### src/rtl/mod100_pkg.sv
// Shared constants and types for the mod-100 counter and its BCD digit counters.
package mod100_pkg;

  localparam int unsigned MOD100_MODULUS = 100;
  localparam int unsigned MOD100_CNT_W   = 7;
  localparam int unsigned BCD_DIGIT_W    = 4;
  localparam int unsigned BCD_DIGIT_MAX  = 9;

  typedef logic [BCD_DIGIT_W-1:0] bcd_digit_t;

endpackage

### src/rtl/bcd_digit_counter.sv
// Single mod-10 BCD digit: advances on carry_i, raises carry_c_o combinationally
// on the 9 -> 0 rollover. Async active-high reset.
module bcd_digit_counter
  import mod100_pkg::*;
(
  input  logic                   clk,
  input  logic                   rst,
  input  logic                   carry_i,
  output logic [BCD_DIGIT_W-1:0] digit_o,
  output logic                   carry_c_o
);

  bcd_digit_t digit_q;
  bcd_digit_t digit_d;
  logic       at_max;

  // Values above 9 are unreachable; treating them as max forces a return to 0.
  assign at_max = (digit_q >= bcd_digit_t'(BCD_DIGIT_MAX));

  always_comb begin
    digit_d = digit_q;
    if (carry_i) begin
      digit_d = at_max ? bcd_digit_t'(0) : digit_q + bcd_digit_t'(1);
    end
  end

  always_ff @(posedge clk or posedge rst) begin
    if (rst) begin
      digit_q <= '0;
    end else begin
      digit_q <= digit_d;
    end
  end

  assign digit_o   = digit_q;
  assign carry_c_o = carry_i & at_max;

endmodule

### src/rtl/mod_100_counter.sv
// Free-running 0..MODULUS-1 counter with registered terminal-count flag.
// Optional two-digit BCD view built when MOD100_BCD_EN is defined.
module mod_100_counter
  import mod100_pkg::*;
#(
  parameter int unsigned MODULUS = MOD100_MODULUS,
  parameter int unsigned CNT_W   = MOD100_CNT_W
) (
  input  logic             clk,
  input  logic             rst,
  output logic [CNT_W-1:0] count,
  output logic             tc
`ifdef MOD100_BCD_EN
  ,
  output logic [BCD_DIGIT_W-1:0] bcd_tens,
  output logic [BCD_DIGIT_W-1:0] bcd_units
`endif
);

  localparam logic [CNT_W-1:0] CNT_LAST = CNT_W'(MODULUS - 1);

  if ((2 ** CNT_W) < MODULUS) begin : g_bad_width
    $error("CNT_W too narrow for MODULUS");
  end

  logic [CNT_W-1:0] count_q;
  logic [CNT_W-1:0] count_d;
  logic             tc_q;
  logic             tc_d;
  logic             wrap;

`ifdef MOD100_BCD_EN
  if (MODULUS != 100) begin : g_bad_modulus
    $error("BCD view only supports MODULUS == 100");
  end

  logic       units_carry;
  logic       tens_carry;
  bcd_digit_t units_digit;
  bcd_digit_t tens_digit;

  bcd_digit_counter u_units (
    .clk       (clk),
    .rst       (rst),
    .carry_i   (1'b1),
    .digit_o   (units_digit),
    .carry_c_o (units_carry)
  );

  bcd_digit_counter u_tens (
    .clk       (clk),
    .rst       (rst),
    .carry_i   (units_carry),
    .digit_o   (tens_digit),
    .carry_c_o (tens_carry)
  );

  // A 99 -> 00 digit rollover also forces the binary wrap, keeping both views aligned.
  assign wrap = (count_q >= CNT_LAST) | tens_carry;

  assign bcd_tens  = tens_digit;
  assign bcd_units = units_digit;
`else
  assign wrap = (count_q >= CNT_LAST);
`endif

  // tc is decoded from the next count so it comes straight off a flop, glitch-free.
  always_comb begin
    count_d = wrap ? '0 : count_q + CNT_W'(1);
    tc_d    = (count_d == CNT_LAST);
  end

  always_ff @(posedge clk or posedge rst) begin
    if (rst) begin
      count_q <= '0;
      tc_q    <= 1'b0;
    end else begin
      count_q <= count_d;
      tc_q    <= tc_d;
    end
  end

  assign count = count_q;
  assign tc    = tc_q;

endmodule

### config.mk
export PLATFORM = sky130hd
export DESIGN_NAME = mod_100_counter
export DESIGN_NICKNAME = d
export VERILOG_FILES = /design/src/rtl/mod100_pkg.sv /design/src/rtl/bcd_digit_counter.sv /design/src/rtl/mod_100_counter.sv
export SDC_FILE = /design/constraint.sdc
export NUM_CORES = 1
export LEC_CHECK = 0
export BUFFER_PORTS_ARGS = -buffer_cell sky130_fd_sc_hd__buf_2
export CORE_AREA = 5 5 42 44
export CTS_CLUSTER_DIAMETER = 150
export DETAILED_ROUTE_END_ITERATION = 16
export DIE_AREA = 0 0 47 49
export GPL_TIMING_DRIVEN = 0
export HOLD_SLACK_MARGIN = 0.03
export MAX_ROUTING_LAYER = met4
export PLACE_DENSITY = 0.51
export SYNTH_ARGS = -nofsm -noshare
export SYNTH_HDL_FRONTEND = slang
export SYNTH_SLANG_ARGS = --single-unit
export TNS_END_PERCENT = 50
### constraint.sdc
create_clock -name clk -period 2 [get_ports clk]
set_input_delay 0.2 -clock clk [delete_from_list [all_inputs] [get_ports clk]]
set_output_delay 0.2 -clock clk [all_outputs]
set_load 0.05 [all_outputs]
Yosys cells after proc, flatten, opt, wreduce, memory -nomap -nowiden
Cells that the tools add are included.

Flip-flop bits (word level): 8. Input bits: 2. Output and inout bits: 8. Logic and storage cells: 6.

Add/sub/neg operators: 1. Order comparisons: 1. Eq/ne operators: 1. Multiplexer cells: 1.

Operators with widths (count): adder 7 x 1 -> 7 bit, second input constant (1); == test 7 bit, second input constant (1); greater-or-equal comparator 7 bit, second input constant (1); two-way mux 7 bit (1).

Logic depth before layout (Yosys ltp)
Gate-level depths: netlist of run 1.

Word-level depth: 3. Depth in mapped cells: 5. Depth with buffers taken out: 5.

Worst setup path before layout of run 1
Ideal clock, no wire load.

Path type: flip-flop to flip-flop. Start: register count_q[0], in the netlist count[0]. End: register tc_q, in the netlist tc. Setup time: 87 ps. Data arrival time: 1790 ps. Data required time: 1913 ps. Slack: 124 ps. Cell stages (with the launch flop): 6. Buffers on the path: 0. Period minus slack after synthesis: 1876 ps. Cells stage by stage: dfrtp_1 -> ha_1 -> or4_4 -> o21ai_2 -> nand3_2 -> a211oi_2.

Longest elaborated chain between the ends: 3. Elaborated cells between the ends (all ways): 4. Classes of those cells: add/sub (1); order compare (1); eq/ne (1); mux (1).

Ends and longest elaborated chain: from (decl) (RTL line mod_100_counter.sv:26) `logic [CNT_W-1:0] count_q;`; from (signal assigned) (RTL line mod_100_counter.sv:78) `count_q <= count_d;`; adder 7 x 1 -> 7 bit / greater-or-equal comparator 7 bit (equally long branches) (RTL line mod_100_counter.sv:69, mod_100_counter.sv:64); two-way mux 7 bit * (RTL line mod_100_counter.sv:69) `count_d = wrap ? '0 : count_q + CNT_W'(1);`; == test 7 bit * (RTL line mod_100_counter.sv:70) `tc_d = (count_d == CNT_LAST);`; net tc_d (RTL line mod_100_counter.sv:29) `logic tc_d;`; to (signal assigned) (RTL line mod_100_counter.sv:79) `tc_q <= tc_d;`; to (decl) (RTL line mod_100_counter.sv:28) `logic tc_q;`.

Mark *: on every way through the listed nets, which the timed path passes. The rest lies on a longest branch.

Worst setup path in the final report of run 1
Ends and elaborated chain as after synthesis.

==> results of run 1 <==
worst max-delay path, delay by kind of cell (launching register included):
family / cells / cell delay [ps]
compound gates: 2 / 320
fa+ha+maj: 1 / 250
flops: 1 / 410
simple gates: 2 / 600
registers in the layout, summed over array words and instances (netlist names):
signal / flops
count: 7
tc: 1
worst max path at each step:
stage                        start  end  slack (ps)  cells past startpoint
after floorplan           count[0]   tc         120                      5
final                     count[0]   tc         340                      5
after global placement    count[0]   tc         350                      5
after global routing      count[0]   tc         240                      5
after detailed placement  count[0]   tc         330                      5
after CTS                 count[0]   tc         320                      5
synth_stat cells:
cell type  count
a211oi_2       1
a21oi_1        3
and2_1         1
dfrtp_1        8
ha_1           1
inv_1          1
nand2_1        4
nand3_1        1
nand3_2        1
nand4_1        1
nor2_1         4
nor2b_1        1
nor4b_1        1
o211a_1        1
o21ai_2        1
or2_2          1
or4_4          1
xnor2_1        1
xor2_1         2
final cells by class:
| class | instances | area (um2) | area share (%) |
|---|---|---|---|
| Tap cell | 16 | 20.0 | 4.20 |
| Timing Repair Buffer | 10 | 55.1 | 11.5 |
| Inverter | 1 | 3.75 | 0.787 |
| Clock buffer | 3 | 22.5 | 4.72 |
| Multi-Input combinational cell | 26 | 175 | 36.7 |
| Sequential cell | 8 | 200 | 42.0 |
report_power, final:
group | switching (mW) | internal, mW | total, mW
logic | 0.00357 | 0.00209 | 0.00567
clock network | 0.0540 | 0.0686 | 0.123
registers | 0 | 0.162 | 0.162
total | 0.0576 | 0.233 | 0.290
kinds of logic (layout without fill, tap and decap cells):
logic type / Yosys count / count (layout) / share of synthesized area, %
and+or+nand+nor: 16 / 16 / 23.8
AOI/OAI and AO/OA: 6 / 6 / 12.2
DFF: 8 / 8 / 52.8
xor gates and xnor gates: 3 / 3 / 6.93
buffers and inverters: 1 / 14 / 0.989
adders and majority gates: 1 / 1 / 3.30
layer usage:
layer | routed length, um | global-route usage (%) | share of wire [%]
met3 | 75 | 6.64 | 9.7
met4 | 6 | 1.38 | 0.78
met1 | 340 | 10.1 | 44
met2 | 348 | 10.6 | 45
met5 | 0 | - | 0
==> results.md, run 1 <==
* Sink Count at 8
* Clock Skew at about 4.0 ps
* Antenna cells at 0
* FF+latch count, synth at 8
* Antenna violations before repair at 0
* Status: finished, final reports clean
* Root buffer cell: clkbuf_4
* Area fraction of the dominant cell type after synthesis at 52.8%
* Crit path cell chain: ha_1 -> or4_4 -> o21ai_2 -> nand3_2 -> a211oi_2
* Initial Util at 27.1%
* Worst EP arrival at 1830 ps
* R2r startpoint: count[0]
* P_leak at between 0.2 and 0.25 nW
* Post-DP Area at 444 um2
* Final WS setup at 343 ps
* Hold_buf cts at 1
* Max H-tree Level at 1
* Critical-path maximum fanout at 5
* GP Congestion at 0.674
* Clock transition at path regs at 50 ps
* P&R area growth vs syn at 25.7%
* First-pass GRT wire length at 1300 um
* Period utilisation layout at around 83%
* Core footprint at between 1000 and 1500 um2
* Inserted Clock Buffers at 3
* Worst Hold Class: in2async
* Drt initial violations at 7
* Die Height at just under 50 um
* Most frequent cells in the layout: 9 x buf_2, 8 x dfrtp_1, 4 x nand2_1, 4 x nor2_1
* RSZ-0062 raised after global routing: no
* R2R Setup Slk at about 340 ps
* Residual DRC at 0
* Slew Limit Fails at 0
* Port bufs at 9
* Routed WL per cell at about 12 um
* # nets final at 53
* Max Freq at 0.604 GHz
* Cell area after layout at 477 um2
* Crit end category: flip-flop
* Reg2reg path depth at 5
* CTS Buffer Depth at 2
* Vias in the first global route at 300
* Largest net degree at the start of global routing at 9
* Final Critical Period at 1660 ps
* Post-Synthesis Cells at 35
* Area leader, netlist: dfrtp_1
* Max-slew headroom at approximately 79%
* Slowest CP cell: or4_4
* Final WL at 771 um
* Hold_ws at around 440 ps
* Slew @ Worst Pin at around 310 ps
* Initial DRT Pass Iterations at 4
* # resized after CTS at 0
* Most common cell after layout, fill and taps aside: buf_2
* Endpoints failing setup at 0
* CTS tree: yes
* Post-route ant nets at 0
* Gr usage total at under 10%
* Latest clock arrival within the worst-skew pair at 250 ps
* Startpoint Class: flip-flop
* Fin util at ~34%
* Fin Setup TNS at 0 ps
* Warnings from Yosys at 0
* Critical Path RT at 2170 ps
* MaxCap Viol Count at 0
* Share of cells above drive strength 1 at between 30% and 40%
* Die W at 47 um
* Syn_area_per_cell at 10.8 um2
* Placed Cells at 60
* Post-CTS Setup Inserts at 0
* Final std cells w/o fill at 64
* Critical path class: reg2reg
* Layout fillers at ~160
* Die area at 2300 um2
* Power Total at 0.290 mW
* Synth area leaders: dfrtp_1 53%, xor2_1 4.6%, a21oi_1 4.0%, nand2_1 4.0%, nor2_1 4.0%
* Post-DR vias/cell at 4.89
* # rows at 14
* Worst reg2reg path endpoint: tc
* Pwr per Cell Area at about 610 nW/um2
* Maximum vdd ir drop at 0.455 mV
* Hold Violations, Final at 0
* Aggregate global routing overflow at 0
* Count of different cell masters after synthesis at 19
* Placement Setup Slack at 333 ps
* Post-synthesis sequential area ratio at 52.8%
* Synthesized area at 379 um2
* Total nets after synthesis at 38
* Via Count at 313
* I/O Pins at 10
* Crit path largest cell delay at 500 ps
(Power assumes the default switching activity.)
==> run 2, diff against run 1 <==
==> constraint.sdc (replaced) <==
create_clock -name clk -period 1.6 [get_ports clk]
set_input_delay 0.16 -clock clk [delete_from_list [all_inputs] [get_ports clk]]
set_output_delay 0.16 -clock clk [all_outputs]
set_load 0.05 [all_outputs]
==> run 2 against run 1 <==
Against the previous run: critical path depth unchanged; hold slack worse by 63 ps; sequential power up 25%; total power up 30%; wire length up 3.6%; clock-buffer cell count up 1; clock skew up 11 ps; global-route usage up 0.36 points; clock power up 37%; via count down 0.64%; cell area up 6.3%.
==> results.md, run 2 (synthesized netlist as in run 1, its figures left out) <==
* GP Congestion at 0.715 (was 0.674)
* CTS Buffer Depth at 2 (unchanged)
* Maximum vdd ir drop at 0.298 mV (was 0.455 mV)
* CP Buf/Inv Count at 0 (unchanged)
* Max-slew headroom at 79.4% (was 79.1%)
* Max reg flops at 7 (unchanged)
* Vias in the first global route at 305 (was 300)
* Top Family by Delay on Critical Path: simple AND/OR/NAND/NOR gates (unchanged)
* CTS tree: yes (unchanged)
* Die Height at 49 um (unchanged)
* Largest net degree at the start of global routing at 9 (unchanged)
* Worst reg2reg path endpoint: tc (unchanged)
* Endpoints failing setup at 0 (unchanged)
* Gr usage total at 8.57% (was 8.21%)
* R2R Setup Slk at 70 ps (was 340 ps)
* Residual DRC at 0 (unchanged)
* Hold Violations, Final at 0 (unchanged)
* Clock Skew at 14.7 ps (was 4.00 ps)
* Worst EP arrival at 1700 ps (was 1830 ps)
* Initial Util at 27.1% (unchanged)
* Aggregate global routing overflow at 0 (unchanged)
* Post-route ant nets at 0 (unchanged)
* Core footprint at 1400 um2 (unchanged)
* Startpoint Class: flip-flop (unchanged)
* Final std cells w/o fill at 66 (was 64)
* Most common cell after layout, fill and taps aside: buf_2 (unchanged)
* Hold_ws at 380 ps (was 443 ps)
* # resized after CTS at 0 (unchanged)
* Reg2reg path depth at 5 (unchanged)
* Post-DP HPWL at 592 um
* Clock transition at path regs at 60 ps (was 50 ps)
* Slew Limit Fails at 0 (unchanged)
* Inserted Clock Buffers at 3 (unchanged)
* Max Freq at 0.652 GHz (was 0.604 GHz)
* Max H-tree Level at 1 (unchanged)
* Antenna cells at 0 (unchanged)
* Final WL at 799 um (was 771 um)
* Critical Path RT at 1770 ps (was 2170 ps)
* Placed Cells at 60 (unchanged)
* Critical-path maximum fanout at 3 (was 5)
* # rows at 14 (unchanged)
* Initial DRT Pass Iterations at 2 (was 4)
* Sink Count at 8 (unchanged)
* R2r startpoint: count[1] (was count[0])
* Pwr per Cell Area at 745 nW/um2 (was 609 nW/um2)
* Die W at 47 um (unchanged)
* Worst Hold Class: in2async (unchanged)
* Status: finished, final reports clean (unchanged)
* P&R area growth vs syn at 33.7% (was 25.7%)
* # nets final at 54 (was 53)
* Drt initial violations at 7 (unchanged)
* Crit end category: flip-flop (unchanged)
* Crit path largest cell delay at 430 ps (was 500 ps)
* Routed WL per cell at 12.1 um (was 12.0 um)
* Via Count at 311 (was 313)
* Slowest CP cell: or4_4 (unchanged)
* MaxCap Viol Count at 0 (unchanged)
* Final Critical Period at 1530 ps (was 1660 ps)
* Period utilisation layout at 95.9% (was 82.8%)
* Antenna violations before repair at 0 (unchanged)
* Latest clock arrival within the worst-skew pair at 260 ps (was 250 ps)
* Critical path class: reg2reg (unchanged)
* First-pass GRT wire length at 1320 um (was 1300 um)
* Crit path cell chain: ha_4 -> or4_4 -> o21ai_2 -> nand3_2 -> a211oi_2 (was ha_1 -> or4_4 -> o21ai_2 -> nand3_2 -> a211oi_2)
* Most frequent cells in the layout: 9 x buf_2, 5 x dfrtp_2, 4 x nand2_1, 4 x nor2_1 (was 9 x buf_2, 8 x dfrtp_1, 4 x nand2_1, 4 x nor2_1)
* RSZ-0062 raised after global routing: no (unchanged)
* Power Total at 0.378 mW (was 0.290 mW)
* Share of cells above drive strength 1 at 48.0% (was 35.4%)
* Die area at 2300 um2 (unchanged)
* P_leak at 0.233 nW (was 0.234 nW)
* I/O Pins at 10 (unchanged)
* Post-DR vias/cell at 4.71 (was 4.89)
* Port bufs at 9 (unchanged)
* Slew @ Worst Pin at 308 ps (was 314 ps)
* Root buffer cell: clkbuf_4 (unchanged)
## run 2: cell types whose count changed in the layout (fill, tap and decap cells not counted)
cell      before  now
dfrtp_1        8    3
dfrtp_2        0    5
buf_4          0    1
ha_1           1    0
clkbuf_1       0    1
ha_4           0    1
## run 2: tightest hold or removal path: cells and delay by family
| kind | cells | cell delay, ps |
|---|---|---|
| buffers and inverters | 3 | 880 |
## run 2: what timing repair did
action / 4_1_cts / 5_1_grt
endpoints found under the hold margin: 8 / 0
endpoints found under the setup margin: 1 / 1
buffers inserted: 1 / 0
hold buffers: 1 / 0
pin swaps: 0 / 1
## run 2: per-layer routing
layer	vias to the layer above	routed length (um)	track usage (%)
met5	-	0	-
met4	0	13	4.15
met3	2	51	5.54
met2	7	400	12.7
met1	149	333	8.50
li1	153	-	-
## run 2: final cells by class
cell class / instances / area [um2]
fill: 153 / 895
tap: 16 / 20.0
multi-input combinational: 26 / 188
inverter: 1 / 3.75
clock buffer: 4 / 26.3
sequential: 8 / 206
timing repair buffer: 11 / 62.6
## run 2: through the flow
stage          worst slack (ps)  setup TNS, ps  instance area [um2]  utilization (%)
2_1_floorplan             -96.9          -96.9                  398                -
3_3_place_gp              -7.06          -7.06                  463             33.0
3_5_place_dp               3.02              0                  463             33.0
4_1_cts                    9.64              0                  507             36.2
5_1_grt                    15.1              0                  507             36.2
6_report                   65.1              0                  507             36.2
## run 2: how the worst max path moves through the flow
stage / cells after the start / slack, ps / to / startpoint
global route: 5 / 20 / tc / count[1]
finish: 5 / 70 / tc / count[1]
floorplan: 5 / -100 / tc / count[0]
detailed placement: 5 / 3 / tc / count[0]
CTS: 5 / 10 / tc / count[1]
global placement: 5 / -7 / tc / count[0]
## run 2: power by group
group | internal [mW] | switching [mW]
combinational | 0.00260 | 0.00430
sequential | 0.202 | 0
clock | 0.0956 | 0.0726
total | 0.301 | 0.0769
==> run 3, diff against run 2 <==
--- a/config.mk
+++ b/config.mk
@@ -10,7 +10,6 @@
 export CTS_CLUSTER_DIAMETER = 150
 export DETAILED_ROUTE_END_ITERATION = 16
 export DIE_AREA = 0 0 47 49
-export GPL_TIMING_DRIVEN = 0
 export HOLD_SLACK_MARGIN = 0.03
 export MAX_ROUTING_LAYER = met4
 export PLACE_DENSITY = 0.51
==> run 3 against run 2 <==
Against the previous run: combinational power grew 2%; total power decreased by 0.93%; hold slack gained 18 ps; highest routed layer unchanged; register-to-register slack hardly changed; clock skew decreased by 12 ps; critical endpoint unchanged; non-clock buffer count is 3 higher; sequential power about the same; utilization rose by 1.6 points; setup slack better by 8.2 ps; via count grew 4.5%; critical path depth did not move.
==> results.md, run 3 (synthesized netlist as in run 1, its figures left out) <==
* Status: finished, final reports clean (unchanged)
* Crit path largest cell delay at 430 ps (about the same)
* Die area at 2300 um2 (unchanged)
* Slew @ Worst Pin at 313 ps (was 308 ps)
* Max Freq at 0.655 GHz (was 0.652 GHz)
* Via Count at 325 (was 311)
* Inserted Clock Buffers at 3 (unchanged)
* Critical Path RT at 1770 ps (about the same)
* MaxCap Viol Count at 0 (unchanged)
* Maximum vdd ir drop at 0.338 mV (was 0.298 mV)
* Grt peak-use layer: met2 (unchanged)
* Post-route ant nets at 0 (unchanged)
* I/O Pins at 10 (unchanged)
* Slew Limit Fails at 0 (unchanged)
* Hold Violations, Final at 0 (unchanged)
* Slowest CP cell: dfrtp_2 (was or4_4)
* First-pass GRT wire length at 1470 um (was 1320 um)
* Critical-path maximum fanout at 3 (unchanged)
* CTS Buffer Depth at 2 (unchanged)
* CP Buf/Inv Count at 0 (unchanged)
* Most common cell after layout, fill and taps aside: buf_2 (unchanged)
* Share of cells above drive strength 1 at 50.9% (was 48.0%)
* Antenna violations before repair at 0 (unchanged)
* P&R area growth vs syn at 39.6% (was 33.7%)
* Core footprint at 1400 um2 (unchanged)
* Max-slew headroom at 79.1% (was 79.4%)
* # resized after CTS at 0 (unchanged)
* Gr usage total at 8.89% (was 8.57%)
* Aggregate global routing overflow at 0 (unchanged)
* Vias in the first global route at 335 (was 305)
* Final std cells w/o fill at 69 (was 66)
* Clock transition at path regs at 60 ps (about the same)
* Crit end category: flip-flop (unchanged)
* Die Height at 49 um (unchanged)
* Port bufs at 9 (unchanged)
* Sink Count at 8 (unchanged)
* Top Family by Delay on Critical Path: simple AND/OR/NAND/NOR gates (unchanged)
* CTS tree: yes (unchanged)
* Post-DR vias/cell at 4.71 (about the same)
* Post-CTS Setup Inserts at 0 (was 1)
* Routed WL per cell at 11.8 um (was 12.1 um)
* Critical path class: reg2reg (unchanged)
* Largest net degree at the start of global routing at 9 (unchanged)
* # nets final at 57 (was 54)
* Most frequent cells in the layout: 9 x buf_2, 5 x dfrtp_2, 4 x nand2_1, 4 x nor2_1, 4 x buf_4 (was 9 x buf_2, 5 x dfrtp_2, 4 x nand2_1, 4 x nor2_1)
* Max reg flops at 7 (unchanged)
* Startpoint Class: flip-flop (unchanged)
* Latest clock arrival within the worst-skew pair at 250 ps (was 260 ps)
* Worst Hold Class: in2async (unchanged)
* Endpoints failing setup at 0 (unchanged)
* Layout fillers at 153 (unchanged)
* Placed Cells at 64 (was 60)
* M2 GR Usage at 12.2% (was 12.7%)
* Post-DP HPWL at 637 um (was 592 um)
* GP Congestion at 0.722 (was 0.715)
* Crit path cell chain: ha_4 -> or4_4 -> o21ai_2 -> nand3_2 -> a211oi_2 (unchanged)
* Initial Util at 27.1% (unchanged)
* Final WL at 817 um (was 799 um)
* Period utilisation layout at 95.4% (was 95.9%)
* Final Critical Period at 1530 ps (about the same)
* Clock Skew at 2.46 ps (was 14.7 ps)
* Worst EP arrival at 1690 ps (was 1700 ps)
* Antenna cells at 0 (unchanged)
* RSZ-0062 raised after global routing: no (unchanged)
* Residual DRC at 0 (unchanged)
* Met1 Use GR at 11.3% (was 8.50%)
* M3 GR Usage at 4.43% (was 5.54%)
* P_leak at 0.248 nW (was 0.233 nW)
* # rows at 14 (unchanged)
* Pwr per Cell Area at 707 nW/um2 (was 745 nW/um2)
* Fin Setup TNS at 0 ps (unchanged)
* Die W at 47 um (unchanged)
* Max H-tree Level at 1 (unchanged)
* Initial DRT Pass Iterations at 4 (was 2)
* Root buffer cell: clkbuf_4 (unchanged)
* Drt initial violations at 5 (was 7)
-- run 3: stage by stage --
stage               utilization, %  power (mW)  hold WS, ps  worst slack (ps)  instance area [um2]
global route                  37.8       0.398          439              10.9                  529
detailed placement            35.2       0.212          129              16.7                  493
CTS                           37.8       0.383          404              6.76                  529
finish                        37.8       0.374          398              73.3                  529
global placement              35.2       0.212          128              41.7                  493
floorplan                        -       0.209        -24.7             -96.9                  398
-- run 3: worst paths after layout --
path                       startpoint        to  slack (ps)  depth (start not counted)
max                          count[1]        tc          70                          5
min                               rst  count[5]         400                          3
max reg2reg                  count[1]        tc          70                          5
min reg2reg                  count[0]  count[0]         570                          2
max in group asynchronous         rst  count[0]         940                          3
min in group clk             count[0]  count[0]         570                          2
-- run 3: worst min-delay path, delay by kind of cell --
kind,cells,cell delay (ps)
buffers and inverters,3,890
-- run 3: final cells by class --
| cell class | instances | area [um2] | share of cell area [%] |
|---|---|---|---|
| multi-input cells | 26 | 188 | 35.5 |
| clock buffers | 4 | 26.3 | 4.96 |
| flip-flops and latches | 8 | 206 | 39.0 |
| well taps | 16 | 20.0 | 3.78 |
| inverters | 1 | 3.75 | 0.709 |
| repair buffers | 14 | 85.1 | 16.1 |
-- run 3: layer usage --
metal / wire length (um) / vias up / share of wire [%]
li1: - / 157 / -
met1: 373 / 160 / 46
met2: 394 / 6 / 48
met3: 43 / 2 / 5.3
met4: 5 / 0 / 0.61
met5: 0 / - / 0
-- run 3: timing repair --
| action | 4_1_cts | 5_1_grt |
|---|---|---|
| setup endpoints to repair | 0 | 1 |
| endpoints found under the hold margin | 8 | 0 |
| hold buffers | 1 | 0 |
-- run 3: power breakdown --
part	total [mW]	switching (mW)	internal (mW)
clock network	0.165	0.0693	0.0955
registers	0.202	0	0.202
logic	0.00701	0.00441	0.00260
total	0.374	0.0737	0.300
